<file path="src/rtl/dynamic_output_rr_para.sv">
// Round-robin wormhole output port: NUM_IN channels onto one credited link, with a registered output stage.
// Optional perf counters are built when DYNAMIC_OUTPUT_PERF_CNT_EN is defined.
module dynamic_output_rr_para #(
  parameter int unsigned NUM_IN       = 5,
  parameter int unsigned DATA_WIDTH   = 64,
  parameter int unsigned CREDITS      = 4,
  parameter int unsigned KILL_HEADERS = 0,
  parameter int unsigned LEN_LSB      = 22,
  parameter int unsigned LEN_W        = 8
) (
  input  logic                         clk,
  input  logic                         reset,
  input  logic [NUM_IN-1:0]            route_req_in,
  input  logic [NUM_IN-1:0]            tail_in,
  input  logic [NUM_IN-1:0]            valid_in,
  input  logic [NUM_IN*DATA_WIDTH-1:0] data_in,
  input  logic                         yummy_in,
  output logic [NUM_IN-1:0]            thanks_out,
  output logic                         valid_out,
  output logic [DATA_WIDTH-1:0]        data_out,
  output logic                         popped_zero_len_mesg_out,
  output logic                         ec_wants_to_send_but_cannot,
  output logic [15:0]                  perf_flits_out,
  output logic [15:0]                  perf_stall_out
);

  localparam int unsigned CUR_W  = (NUM_IN > 1) ? $clog2(NUM_IN) : 1;
  localparam int unsigned CRED_W = $clog2(CREDITS + 1);

  typedef enum logic {S_IDLE, S_LOCKED} state_t;

  state_t              r_state;
  state_t              w_state_nxt;
  logic [CUR_W-1:0]    r_cur;
  logic [CUR_W-1:0]    w_cur_nxt;
  logic [CUR_W-1:0]    r_rr_ptr;
  logic [CUR_W-1:0]    w_rr_nxt;
  logic [CRED_W-1:0]   r_credit_cnt;
  logic                r_valid_out;
  logic [DATA_WIDTH-1:0] r_data_out;

  logic [NUM_IN-1:0]   w_cand;
  logic                w_any_cand;
  logic [CUR_W-1:0]    w_winner;
  logic [CUR_W-1:0]    w_cur;
  logic [CUR_W-1:0]    w_cur_inc;
  logic                w_granted;
  logic                w_cur_valid;
  logic                w_cur_tail;
  logic [DATA_WIDTH-1:0] w_cur_flit;
  logic                w_kill;
  logic                w_send;
  logic                w_fwd;
  logic                w_ec;
  logic                w_len_zero;

  assign w_cand = route_req_in & valid_in;

  // First candidate at or after rr_ptr, wrapping; scanning downward lets the nearest one win.
  always_comb begin
    int v_idx;
    w_any_cand = 1'b0;
    w_winner   = '0;
    v_idx      = 0;
    for (int k = int'(NUM_IN) - 1; k >= 0; k--) begin
      v_idx = int'(r_rr_ptr) + k;
      if (v_idx >= int'(NUM_IN)) v_idx = v_idx - int'(NUM_IN);
      if (w_cand[CUR_W'(v_idx)]) begin
        w_any_cand = 1'b1;
        w_winner   = CUR_W'(v_idx);
      end
    end
  end

  assign w_cur       = (r_state == S_IDLE) ? w_winner : r_cur;
  assign w_granted   = (r_state == S_IDLE) ? w_any_cand : 1'b1;
  assign w_cur_valid = valid_in[w_cur];
  assign w_cur_tail  = tail_in[w_cur];
  assign w_cur_inc   = (w_cur == CUR_W'(NUM_IN - 1)) ? '0 : w_cur + CUR_W'(1);

  always_comb begin
    w_cur_flit = '0;
    for (int i = 0; i < int'(NUM_IN); i++) begin
      if (w_cur == CUR_W'(i)) w_cur_flit = data_in[i*DATA_WIDTH +: DATA_WIDTH];
    end
  end

  // A head still owed after a credit stall only exists when killing is off, so IDLE marks every head.
  assign w_kill     = (KILL_HEADERS != 0) && (r_state == S_IDLE) && w_any_cand;
  assign w_send     = w_granted && w_cur_valid && ((r_credit_cnt != '0) || w_kill);
  assign w_fwd      = w_send && !w_kill;
  assign w_ec       = w_granted && w_cur_valid && (r_credit_cnt == '0) && !w_kill;
  assign w_len_zero = (w_cur_flit[LEN_LSB +: LEN_W] == '0);

  // Next-state logic for the grant lock and round-robin pointer.
  always_comb begin
    w_state_nxt = r_state;
    w_cur_nxt   = r_cur;
    w_rr_nxt    = r_rr_ptr;
    case (r_state)
      S_IDLE: begin
        if (w_any_cand) begin
          w_cur_nxt = w_winner;
          if (w_send && w_cur_tail) w_rr_nxt = w_cur_inc;
          else                      w_state_nxt = S_LOCKED;
        end
      end
      S_LOCKED: begin
        if (w_send && w_cur_tail) begin
          w_state_nxt = S_IDLE;
          w_rr_nxt    = w_cur_inc;
        end
      end
      default: w_state_nxt = S_IDLE;
    endcase
  end

  always_ff @(posedge clk) begin
    if (!reset) begin
      r_state  <= S_IDLE;
      r_cur    <= '0;
      r_rr_ptr <= '0;
    end else begin
      r_state  <= w_state_nxt;
      r_cur    <= w_cur_nxt;
      r_rr_ptr <= w_rr_nxt;
    end
  end

  // Credit counter: simultaneous send and return cancel; returns at full count are dropped.
  always_ff @(posedge clk) begin
    if (!reset) begin
      r_credit_cnt <= CRED_W'(CREDITS);
    end else if (w_fwd && !yummy_in) begin
      r_credit_cnt <= r_credit_cnt - CRED_W'(1);
    end else if (!w_fwd && yummy_in && (r_credit_cnt != CRED_W'(CREDITS))) begin
      r_credit_cnt <= r_credit_cnt + CRED_W'(1);
    end
    if (reset && yummy_in && !w_fwd) begin
      assert (r_credit_cnt != CRED_W'(CREDITS))
        else $error("dynamic_output_rr_para: credit returned while credit count is full");
    end
  end

  always_ff @(posedge clk) begin
    if (!reset) begin
      r_valid_out <= 1'b0;
      r_data_out  <= '0;
    end else begin
      r_valid_out <= w_fwd;
      if (w_fwd) r_data_out <= w_cur_flit;
    end
  end

  assign thanks_out                  = (reset && w_send) ? (NUM_IN'(1) << w_cur) : '0;
  assign popped_zero_len_mesg_out    = reset && w_send && w_kill && w_len_zero;
  assign ec_wants_to_send_but_cannot = reset && w_ec;
  assign valid_out                   = r_valid_out;
  assign data_out                    = r_data_out;

`ifdef DYNAMIC_OUTPUT_PERF_CNT_EN
  logic [15:0] r_perf_flits;
  logic [15:0] r_perf_stall;

  // Saturating event counters.
  always_ff @(posedge clk) begin
    if (!reset) begin
      r_perf_flits <= '0;
      r_perf_stall <= '0;
    end else begin
      if (w_fwd && (r_perf_flits != 16'hFFFF)) r_perf_flits <= r_perf_flits + 16'd1;
      if (w_ec && (r_perf_stall != 16'hFFFF))  r_perf_stall <= r_perf_stall + 16'd1;
    end
  end

  assign perf_flits_out = r_perf_flits;
  assign perf_stall_out = r_perf_stall;
`else
  assign perf_flits_out = '0;
  assign perf_stall_out = '0;
`endif

endmodule

</file>
<file path="config.mk">
export PLATFORM = sky130hd
export DESIGN_NAME = dynamic_output_rr_para
export DESIGN_NICKNAME = d
export VERILOG_FILES = /design/src/rtl/dynamic_output_rr_para.sv
export SDC_FILE = /design/constraint.sdc
export NUM_CORES = 1
export LEC_CHECK = 0
export CORE_AREA = 2 2 171 173
export CTS_BUF_LIST = sky130_fd_sc_hd__clkbuf_4
export DETAILED_ROUTE_END_ITERATION = 8
export DIE_AREA = 0 0 173 175
export PLACE_DENSITY = 0.69
export REMOVE_ABC_BUFFERS = 1
export SYNTH_ARGS = -nofsm -noshare
export SYNTH_HDL_FRONTEND = slang
export SYNTH_SLANG_ARGS = --single-unit
</file>
<file path="constraint.sdc">
create_clock -name clk -period 6.21 [get_ports clk]
set_clock_uncertainty 0.2 [all_clocks]
set_input_delay 1.242 -clock clk [delete_from_list [all_inputs] [get_ports clk]]
set_output_delay 1.242 -clock clk [all_outputs]
set_load 0.005 [all_outputs]
</file>
==> impl_metrics.env, run 1 <==
export IMPL_async_flop_share_pct=0
export IMPL_rsz0062_at_grt="no"
export IMPL_drive_above_1_share_pct=9.60
export IMPL_synth_avg_cell_area_um2=6.76
export IMPL_place_gp_congestion=0.914
export IMPL_nets=1735
export IMPL_total_power_mw=8.40
export IMPL_drt_wl_total_um=32100
export IMPL_worst_setup_path_end_kind="output port"
export IMPL_io_buffers=408
export IMPL_cts_path_max_buffers=2
export IMPL_synthAdderAreaFrac_pct=3.22
export IMPL_drc=0
export IMPL_syn_inst=988
export IMPL_synth_simple_area_share_pct=24.9
export IMPL_synthesis_area_um2=6680
export IMPL_dp_slack_ns=-0.211
export IMPL_setup_viol=0
export IMPL_core_area_um2=28400
export IMPL_viasPerCell=5.03
export IMPL_peakVddDrop_v=0.000877
export IMPL_antenna_found_initial=8
export IMPL_ys_ff_latch=75
export IMPL_synth_mux_area_share_pct=1.25
export IMPL_cts_tree="done"
export IMPL_met1_usage_pct=26.1
export IMPL_hold_ws_ns=0.271
export IMPL_slew_viol_final=0
export IMPL_dieArea_um2=30300
export IMPL_worstPathRequired_ns=4.77
export IMPL_cts_root_buffer="clkbuf_4"
export IMPL_yosysSeqAreaShare_pct=22.5
export IMPL_grt_util_met2_pct=33.6
export IMPL_dp_hpwl_um=24700
export IMPL_cts_sinks=75
export IMPL_grt_max_degree=129
export IMPL_vias=8926
export IMPL_rr_worst_depth=21
export IMPL_use_met3_pct=4.85
export IMPL_hold_depth=2
export IMPL_drt_iter0_drc=886
export IMPL_grt_overflow_total=0
export IMPL_ys_types=67
export IMPL_synth_most_common_cell="nand2_1"
export IMPL_p_per_area_nw_per_um2=723
export IMPL_synth_warnings=0
export IMPL_grt_pass1_vias=8509
export IMPL_synth_compound_area_share_pct=36.8
export IMPL_rows=62
export IMPL_hold_path_class="flop to flop"
export IMPL_ant_nets=0
export IMPL_grt_use_total_pct=20.3
export IMPL_outcome="complete, no violations"
export IMPL_wl_per_cell_um=18.1
export IMPL_multi_input_area_um2=4760
export IMPL_num_io_pins=442
export IMPL_maxCapViolations=0
export IMPL_fmax_ghz=0.166
export IMPL_area_growth_pct=73.9
export IMPL_critical_path_arrival_ns=4.59
export IMPL_p_leak_nw=4.42
export IMPL_initial_core_util_pct=23.5
export IMPL_yosys_area_top_type_share_pct=22.5
export IMPL_fillers=2979
export IMPL_synth_area_top_cells="dfxtp_1 (22%), a222oi_1 (9.6%), nand2_1 (8.8%)"
export IMPL_grt_pass1_wl_um=48300
export IMPL_synthFlopType="dfxtp_1"
export IMPL_synth_edf_count=0
export IMPL_fin_crit_ns=6.03
export IMPL_htreeDepth=3
export IMPL_crit_path_start_kind="primary input"
export IMPL_top_usage_layer="met2"
export IMPL_yosysTopAreaCell="dfxtp_1"
export IMPL_die_w_um=173
export IMPL_hold_viol_final=0
export IMPL_cts_hold_buf=0
export IMPL_max_slew_margin_pct=43.9
export IMPL_die_y_um=175
export IMPL_synthTopCellsByCount="nand2_1 (157), nor2_1 (145), a21oi_1 (79), dfxtp_1 (75), o21ai_0 (74)"
export IMPL_clk_latency_ns=0.47
export IMPL_finalWorstSetupSlack_ns=0.179
export IMPL_clk_pin_slew_worst_paths_ns=0.18
export IMPL_synth_top_family_by_area="compound AO/OA/AOI/OAI gates"
export IMPL_dr_pass1_iters=7
export IMPL_cp_max_fo=5
export IMPL_post_route_period_util_pct=97.1
export IMPL_tightestPinTransition_ns=0.841
export IMPL_seq_area_um2=1500
export IMPL_synth_xor_area_share_pct=0.787
export IMPL_cts_buffers=9
export IMPL_path_class="primary input to output port"
## worst max-delay path: stages
cell and delay, ns:
clkdlybuf4s50_1 0.44, nand2_2 0.14, nor4_1 0.07, or4_4 0.51, or2_1 0.24, a221o_1 0.37, a21o_1 0.22, a21boi_2 0.17
inv_2 0.05, a211o_1 0.25, a21o_1 0.20, buf_4 0.14, buf_4 0.13, nor4_2 0.14, dlygate4sd2_1 0.28
## registers in the layout (all words and copies together) (netlist names)
name,count
r_state,1
r_rr_ptr,3
valid_out,1
r_cur,3
data_out,64
r_credit_cnt,3
## per-layer routing
layer | wire, µm | part of all wire [%] | vias to the layer above
met5 | 23 | 0.072 | -
li1 | - | - | 4383
met2 | 15100 | 47 | 372
met4 | 565 | 1.8 | 4
met3 | 2510 | 7.8 | 35
met1 | 13900 | 43 | 4132
## metrics by stage
stage / utilization, % / std cells / setup TNS (ns) / cell area, µm²
2_1_floorplan: - / 895 / -239.22 / 6180
3_3_place_gp: 39.7 / 1746 / -0.252 / 11300
3_5_place_dp: 39.7 / 1746 / -0.723 / 11300
4_1_cts: 40.6 / 1766 / -0.0241 / 11500
5_1_grt: 40.9 / 1775 / 0 / 11600
6_report: 40.9 / 1776 / 0 / 11600
## what timing repair did
item                       4_1_cts  5_1_grt
gates cloned                     0        0
pin swaps                       14       10
resized for setup               31       13
setup endpoints to repair        6        4
buffers inserted                 4        4
## final timing paths
check / startpoint / to / slack [ns]
setup / recovery: valid_in[2] / thanks_out[0] / 0.18
hold / removal: r_cur[0] / r_cur[0] / 0.27
setup reg to reg: r_rr_ptr[1] / data_out[41] / 0.81
hold reg to reg: r_cur[0] / r_cur[0] / 0.27
## where the power goes
part / switching (mW) / internal, mW
registers: 0.0926 / 0.682
clock network: 0.229 / 0.0886
logic: 4.28 / 3.03
total: 4.60 / 3.80
## cells by family (layout without fill, tap and decap cells)
family,count (synthesis),after routing
AOI/OAI and AO/OA,349,349
xor gates and xnor gates,6,6
adders and majority gates,16,16
buffers and inverters,146,512
DFF,75,75
muxes,8,8
other,1,39
and+or+nand+nor,387,387
## cells in the final DEF, fill, tap and decap left out, types with 5 or more instances in the layout
cell type,instances
dlygate4sd2_1,5
o21ai_0,74
a31oi_1,5
mux2i_1,5
buf_4,62
xnor2_1,5
nor4_1,6
o211ai_1,5
dfxtp_1,73
nor3_1,13
ha_2,7
inv_1,16
a222oi_1,64
a211oi_1,71
nand2b_1,7
clkdlybuf4s50_1,399
a21oi_1,78
clkbuf_4,9
diode_2,6
and2_1,6
and3_1,7
a21o_1,6
nand3_1,10
conb_1,33
a22oi_1,5
nand2_1,153
or3_1,6
nor2_1,143
## layout make-up
class	count	area share [%]
Multi-Input combinational cell	799	41.0
Timing Repair Buffer	475	40.0
Sequential cell	75	12.9
Tap cell	384	4.14
Inverter	21	0.689
Clock buffer	9	0.582
Clock inverter	7	0.495
Antenna cell	6	0.129
Power figures use the tool's default switching activity.
==> inputs of run 2 (changes only) <==
--- a/config.mk
+++ b/config.mk
@@ -5,8 +5,10 @@
 export SDC_FILE = /design/constraint.sdc
 export NUM_CORES = 1
 export LEC_CHECK = 0
+export CAP_MARGIN = 20
 export CORE_AREA = 2 2 171 173
 export CTS_BUF_LIST = sky130_fd_sc_hd__clkbuf_4
+export CTS_CLUSTER_DIAMETER = 40
 export DETAILED_ROUTE_END_ITERATION = 8
 export DIE_AREA = 0 0 173 175
 export PLACE_DENSITY = 0.69
==> results of run 2 <==
Same layout as run 1: the final DEF is identical, and so are final timing and power.
